## config.mk

```make
export PLATFORM = sky130hd
export DESIGN_NAME = alu64bit_server
export DESIGN_NICKNAME = d
export VERILOG_FILES = /design/src/rtl/alu_pkg.sv /design/src/rtl/alu64bit.sv /design/src/rtl/alu_resp_fifo.sv /design/src/rtl/alu64bit_server.sv
export SDC_FILE = /design/constraint.sdc
export NUM_CORES = 1
export LEC_CHECK = 0
export ABC_AREA = 0
export BUFFER_PORTS_ARGS = -buffer_cell sky130_fd_sc_hd__buf_4
export CAP_MARGIN = 0
export CORE_ASPECT_RATIO = 1.25
export CORE_UTILIZATION = 40
export CTS_CLUSTER_SIZE = 16
export DETAILED_ROUTE_END_ITERATION = 10
export SETUP_SLACK_MARGIN = 0.1
export SLEW_MARGIN = 10
export SYNTH_ARGS = -nofsm -noshare
export SYNTH_HDL_FRONTEND = slang
export SYNTH_SLANG_ARGS = --single-unit
```

## constraint.sdc

```tcl
create_clock -name clk -period 14.4 [get_ports clk]
set_input_delay 1.44 -clock clk [delete_from_list [all_inputs] [get_ports clk]]
set_output_delay 1.44 -clock clk [all_outputs]
set_load 0.01 [all_outputs]
```

## src/rtl/alu_pkg.sv

```systemverilog
// Shared ALU types: opcode encoding and the tagged response record.
// Used by the server, its result FIFO and any initiator or bench.
package alu_pkg;

    typedef enum logic [1:0] {
        OP_NOR = 2'b00,
        OP_XOR = 2'b01,
        OP_ADD = 2'b10,
        OP_SUB = 2'b11
    } alu_op_t;

    // Tag width carried through the result FIFO; server ID_W must match.
    localparam int ALU_ID_W = 4;

    typedef struct packed {
        logic [ALU_ID_W-1:0] id;
        logic [63:0]         s;
        logic                cout;
        logic                zero;
        logic                ovf;
    } alu_resp_t;

endpackage

```

## src/rtl/alu64bit.sv

```systemverilog
// Combinational 64-bit ALU core: NOR, XOR, ADD (a+b+cin), SUB (a+~b+cin).
// SUB with cin=1 yields a-b; cout is then the not-borrow.
module alu64bit
    import alu_pkg::*;
(
    input  logic [63:0] a,
    input  logic [63:0] b,
    input  logic        cin,
    input  alu_op_t     op,
    output logic [63:0] s,
    output logic        cout
);

    logic [64:0] sum_s;
    logic [63:0] b_eff_s;

    assign b_eff_s = (op == OP_SUB) ? ~b : b;
    assign sum_s   = {1'b0, a} + {1'b0, b_eff_s} + {64'd0, cin};

    // Result and carry selection per opcode
    always_comb begin
        s    = 64'd0;
        cout = 1'b0;
        case (op)
            OP_NOR: s = ~(a | b);
            OP_XOR: s = a ^ b;
            OP_ADD, OP_SUB: begin
                s    = sum_s[63:0];
                cout = sum_s[64];
            end
            default: begin
                s    = 64'd0;
                cout = 1'b0;
            end
        endcase
    end

endmodule

```

## src/rtl/alu_resp_fifo.sv

```systemverilog
// DEPTH-entry synchronous FIFO of alu_resp_t with occupancy count.
// Head reads as all-zero while empty so response data is clean after reset.
module alu_resp_fifo
    import alu_pkg::*;
#(
    parameter int DEPTH = 4
) (
    input  logic                   clk,
    input  logic                   rst_n,
    input  logic                   push_i,
    input  alu_resp_t              push_data_i,
    input  logic                   pop_i,
    output alu_resp_t              head_o,
    output logic                   valid_o,
    output logic [$clog2(DEPTH):0] count_o
);

    localparam int PTR_W = $clog2(DEPTH);

    alu_resp_t        mem_q [DEPTH];
    logic [PTR_W-1:0] wr_ptr_q, wr_ptr_d;
    logic [PTR_W-1:0] rd_ptr_q, rd_ptr_d;
    logic [PTR_W:0]   count_q, count_d;
    logic             pop_s;

    assign valid_o = (count_q != {(PTR_W+1){1'b0}});
    assign pop_s   = pop_i & valid_o;
    assign count_o = count_q;
    assign head_o  = valid_o ? mem_q[rd_ptr_q] : '0;

    // Pointer and occupancy next-state
    always_comb begin
        if (push_i) begin
            wr_ptr_d = wr_ptr_q + {{(PTR_W-1){1'b0}}, 1'b1};
        end else begin
            wr_ptr_d = wr_ptr_q;
        end
        if (pop_s) begin
            rd_ptr_d = rd_ptr_q + {{(PTR_W-1){1'b0}}, 1'b1};
        end else begin
            rd_ptr_d = rd_ptr_q;
        end
        case ({push_i, pop_s})
            2'b10:   count_d = count_q + {{PTR_W{1'b0}}, 1'b1};
            2'b01:   count_d = count_q - {{PTR_W{1'b0}}, 1'b1};
            default: count_d = count_q;
        endcase
    end

    // Pointer and occupancy registers
    always_ff @(posedge clk or negedge rst_n) begin
        if (!rst_n) begin
            wr_ptr_q <= {PTR_W{1'b0}};
            rd_ptr_q <= {PTR_W{1'b0}};
            count_q  <= {(PTR_W+1){1'b0}};
        end else begin
            wr_ptr_q <= wr_ptr_d;
            rd_ptr_q <= rd_ptr_d;
            count_q  <= count_d;
        end
    end

    // Storage; contents are masked by valid_o so no reset is needed
    always_ff @(posedge clk) begin
        if (push_i) begin
            mem_q[wr_ptr_q] <= push_data_i;
        end
    end

endmodule

```

## src/rtl/alu64bit_server.sv

```systemverilog
// Valid/ready transaction wrapper around alu64bit: one request register,
// flag generation, in-order result FIFO and an executed-operation counter.
module alu64bit_server
    import alu_pkg::*;
#(
    parameter int DEPTH = 4,
    parameter int ID_W  = ALU_ID_W,
    parameter int CNT_W = 32
) (
    input  logic             clk,
    input  logic             rst_n,
    input  logic             req_valid,
    output logic             req_ready,
    input  logic [63:0]      req_a,
    input  logic [63:0]      req_b,
    input  logic             req_cin,
    input  alu_op_t          req_op,
    input  logic [ID_W-1:0]  req_id,
    output logic             resp_valid,
    input  logic             resp_ready,
    output logic [63:0]      resp_s,
    output logic             resp_cout,
    output logic             resp_zero,
    output logic             resp_ovf,
    output logic [ID_W-1:0]  resp_id,
    output logic [CNT_W-1:0] op_count
);

    localparam int PTR_W = $clog2(DEPTH);

    logic             s1_valid_q, s1_valid_d;
    logic [63:0]      s1_a_q, s1_a_d;
    logic [63:0]      s1_b_q, s1_b_d;
    logic             s1_cin_q, s1_cin_d;
    alu_op_t          s1_op_q, s1_op_d;
    logic [ID_W-1:0]  s1_id_q, s1_id_d;
    logic [CNT_W-1:0] op_count_q, op_count_d;

    logic             accept_s;
    logic             pop_s;
    logic [63:0]      alu_s_s;
    logic             alu_cout_s;
    logic             ovf_s;
    logic             fifo_valid_s;
    logic [PTR_W:0]   fifo_count_s;
    alu_resp_t        push_data_s;
    alu_resp_t        head_s;

    // Credit rule: the stage-1 entry always has a reserved FIFO slot
    assign req_ready = ({1'b0, fifo_count_s} + {{(PTR_W+1){1'b0}}, s1_valid_q})
                       < (PTR_W+2)'(DEPTH);
    assign accept_s  = req_valid & req_ready;
    assign pop_s     = fifo_valid_s & resp_ready;

    alu64bit u_alu (
        .a    (s1_a_q),
        .b    (s1_b_q),
        .cin  (s1_cin_q),
        .op   (s1_op_q),
        .s    (alu_s_s),
        .cout (alu_cout_s)
    );

    // Signed overflow only meaningful for the arithmetic ops
    always_comb begin
        case (s1_op_q)
            OP_ADD:  ovf_s = (s1_a_q[63] == s1_b_q[63]) && (alu_s_s[63] != s1_a_q[63]);
            OP_SUB:  ovf_s = (s1_a_q[63] != s1_b_q[63]) && (alu_s_s[63] != s1_a_q[63]);
            default: ovf_s = 1'b0;
        endcase
    end

    assign push_data_s.id   = ALU_ID_W'(s1_id_q);
    assign push_data_s.s    = alu_s_s;
    assign push_data_s.cout = alu_cout_s;
    assign push_data_s.zero = (alu_s_s == 64'd0);
    assign push_data_s.ovf  = ovf_s;

    alu_resp_fifo #(
        .DEPTH (DEPTH)
    ) u_fifo (
        .clk         (clk),
        .rst_n       (rst_n),
        .push_i      (s1_valid_q),
        .push_data_i (push_data_s),
        .pop_i       (pop_s),
        .head_o      (head_s),
        .valid_o     (fifo_valid_s),
        .count_o     (fifo_count_s)
    );

    // Stage-1 load and counter next-state
    always_comb begin
        s1_valid_d = accept_s;
        if (accept_s) begin
            s1_a_d   = req_a;
            s1_b_d   = req_b;
            s1_cin_d = req_cin;
            s1_op_d  = req_op;
            s1_id_d  = req_id;
        end else begin
            s1_a_d   = s1_a_q;
            s1_b_d   = s1_b_q;
            s1_cin_d = s1_cin_q;
            s1_op_d  = s1_op_q;
            s1_id_d  = s1_id_q;
        end
        op_count_d = op_count_q + CNT_W'(s1_valid_q);
    end

    // Stage-1 and counter registers
    always_ff @(posedge clk or negedge rst_n) begin
        if (!rst_n) begin
            s1_valid_q <= 1'b0;
            s1_a_q     <= 64'd0;
            s1_b_q     <= 64'd0;
            s1_cin_q   <= 1'b0;
            s1_op_q    <= OP_NOR;
            s1_id_q    <= {ID_W{1'b0}};
            op_count_q <= {CNT_W{1'b0}};
        end else begin
            s1_valid_q <= s1_valid_d;
            s1_a_q     <= s1_a_d;
            s1_b_q     <= s1_b_d;
            s1_cin_q   <= s1_cin_d;
            s1_op_q    <= s1_op_d;
            s1_id_q    <= s1_id_d;
            op_count_q <= op_count_d;
        end
    end

    assign resp_valid = fifo_valid_s;
    assign resp_s     = head_s.s;
    assign resp_cout  = head_s.cout;
    assign resp_zero  = head_s.zero;
    assign resp_ovf   = head_s.ovf;
    assign resp_id    = ID_W'(head_s.id);
    assign op_count   = op_count_q;

endmodule

```

==> results_dict.tcl <==
set metrics [dict create \
    status "finished clean" \
    synthToLayoutAreaGrowth_pct 15.9 \
    diodes 0 \
    clkSinkCount 459 \
    tns_ps 0 \
    cp_max_fo 40 \
    fmax_mhz 165 \
    routedWlPerCell_um 21.1 \
    yosys_warnings 0 \
    drtPass1Iterations 5 \
    synth_top_area_cell "edfxtp_1" \
    grt-ovfl-total 0 \
    numCtsBuffers 45 \
    start_util 0.407 \
    cp-end-kind "flip-flop" \
    yosysUniqueCellTypes 74 \
    route.met2.wl_um 33000 \
    fill_cells 5611 \
    skew_ps 31.0 \
    grt_max_degree 117 \
    r2r_start "s1_op_q[0]" \
    cts_tree "yes" \
    maxSlewHeadroom 0.163 \
    drive_above_1_share 0.184 \
    finalWirelength_um 68500 \
    synth.top_cell.area_share 0.343 \
    drcViolationCount 0 \
    holdBufCountCts 0 \
    stdcell_area_um2 28800 \
    hold_class "reg -> reg" \
    grt_pass1_vias 17762 \
    synthTopCellsByArea "edfxtp_1, dfrtp_1, ha_1" \
    cts_setup_buffers 0 \
    final_hold_viol_count 0 \
    synth_area_um2 24800 \
    synthFlopType "edfxtp_1" \
    dr.max_layer_used "met5" \
    place_inst 3161 \
    setup_viol 0 \
    async_reset_ff_frac 0.381 \
    core_area_um2 61000 \
    maxCapViolCount 0 \
    ant_nets 0 \
    clk_latency_ps 590 \
    wl_met1_um 31000 \
    ctsResizeCount 0 \
    start_kind "flip-flop" \
    timing.final.ws_setup_ps 8350 \
    crit_arrival_ps 6430 \
    ios 244 \
    cts_max_level 2 \
    mostFrequentLayoutCell "edfxtp_1" \
    ys_ff_latch 459 \
    die_height_um 281 \
    std_cell_rows 101 \
    num_vias 17397 \
    postSynthAreaPerCell_um2 11.3 \
    hold_start "op_count[31]" \
    post-route-period-util 0.420 \
    dr_wl_met3_um 2960 \
    final.min_clock_period_ps 6050 \
    place_ws_ps 8500 \
    grt_usage 0.220 \
    synth-edff-count 284 \
    root_buffer "clkbuf_16" \
    grt_pass1_wl_um 106000 \
    dieArea_um2 63100 \
    antenna_found_initial 3 \
    place_congestion 0.898 \
    tightest_slew_ps 1240 \
    die_w_um 225 \
    regArea_um2 12900 \
    critical_path_class "reg -> reg" \
    dpl.hpwl_um 50800 \
    crit_path_start "s1_op_q[0]" \
    synth_nets 2470 \
    fin_cells 3245 \
    rsz0062_at_grt "no" \
    initialDrtViolationCount 980 \
    ys_seq_area_frac 0.520 \
    port_buffers 243 \
    cts.path.max_buffers 3 \
    final-max-slew-violation-count 0 \
    critical_path_required_ps 14780 \
    placed_area_um2 27400 \
    final_cell_mix "edfxtp_1, buf_4, nand2_1" \
    path_clk_slew_ps 60 \
    synth_cells 2194 \
    viasPerCell 5.36 \
    layout.nets 2660 \
    multi_input_area_um2 10900 \
]
==> flip-flops by register name, summed over array words and instances, names as in the netlist <==
name             count
u_fifo.rd_ptr_q      2
u_fifo.mem_q       284
op_count            32
s1_a_q              64
s1_valid_q           1
u_fifo.count_o       3
s1_id_q              4
s1_cin_q             1
s1_op_q              2
s1_b_q              64
u_fifo.wr_ptr_q      2
==> layer usage <==
metal | global-route usage | vias up
met4 | 0.0581 | 2
li1 | - | 8281
met1 | 0.307 | 8593
met2 | 0.362 | 444
met3 | 0.0252 | 77
met5 | 0 | -
==> critical path, stage by stage, from the launching register on <==
cell,delay [ps]
dfrtp_4,650
nand2_4,440
buf_4,610
xnor2_1,130
ha_1,490
nand4_1,270
or4_1,580
a31oi_1,430
o21ai_1,240
o41ai_1,680
a21oi_1,180
xor2_1,170
o21ai_1,160
nor4_2,330
nand4_1,150
nor3_2,230
==> final cells by class <==
cell class                      count  share of cell area
Clock buffer                       60              0.0425
Tap cell                          824              0.0358
Sequential cell                   459               0.449
Timing Repair Buffer              260              0.0679
Multi-Input combinational cell   1460               0.378
Clock inverter                     24             0.00652
Inverter                          158              0.0206
==> stage by stage <==
stage | hold WS, ps | util
6_report | 478 | 0.472
3_5_place_dp | 468 | 0.448
4_1_cts | 484 | 0.472
3_3_place_gp | 467 | 0.448
2_1_floorplan | 455 | -
5_1_grt | 516 | 0.472
==> logic make-up after synthesis <==
logic type                 count (synthesis)  share of synthesized area
buffers and inverters                    275                     0.0433
adders and majority gates                137                     0.0699
AOI/OAI and AO/OA                        467                      0.112
and+or+nand+nor                          573                      0.112
xor gates and xnor gates                 151                     0.0532
DFF                                      459                      0.520
muxes                                    132                     0.0901
==> synth_stat cells (all sizes together), types with 9 or more instances <==
cell type / count
buf: 44
a31oi: 13
o21a: 10
dfrtp: 175
o211ai: 12
and2: 84
edfxtp: 284
inv: 158
xor2: 34
nor4: 10
a21o: 26
nand2b: 9
nor2b: 22
nor3: 23
mux4: 71
nand2: 258
or3: 13
clkbuf: 73
a21oi: 100
o21ai: 221
nand4: 36
nand3: 21
mux2i: 38
and3: 11
mux2: 23
ha: 134
xnor2: 117
a211oi: 28
nor2: 67
==> worst paths after layout <==
check	to	slack (ps)	cells past startpoint
min reg2reg	op_count[31]	480	1
max	u_fifo.mem_q[2][1]	8350	15
max in group asynchronous	u_fifo.rd_ptr_q[0]	12220	2
min	op_count[31]	480	1
max reg2reg	u_fifo.mem_q[2][1]	8350	15
min in group asynchronous	op_count[7]	790	1
Power is not shown: default switching activity piles up to over one toggle a cycle in this logic, so the estimate is an artifact.
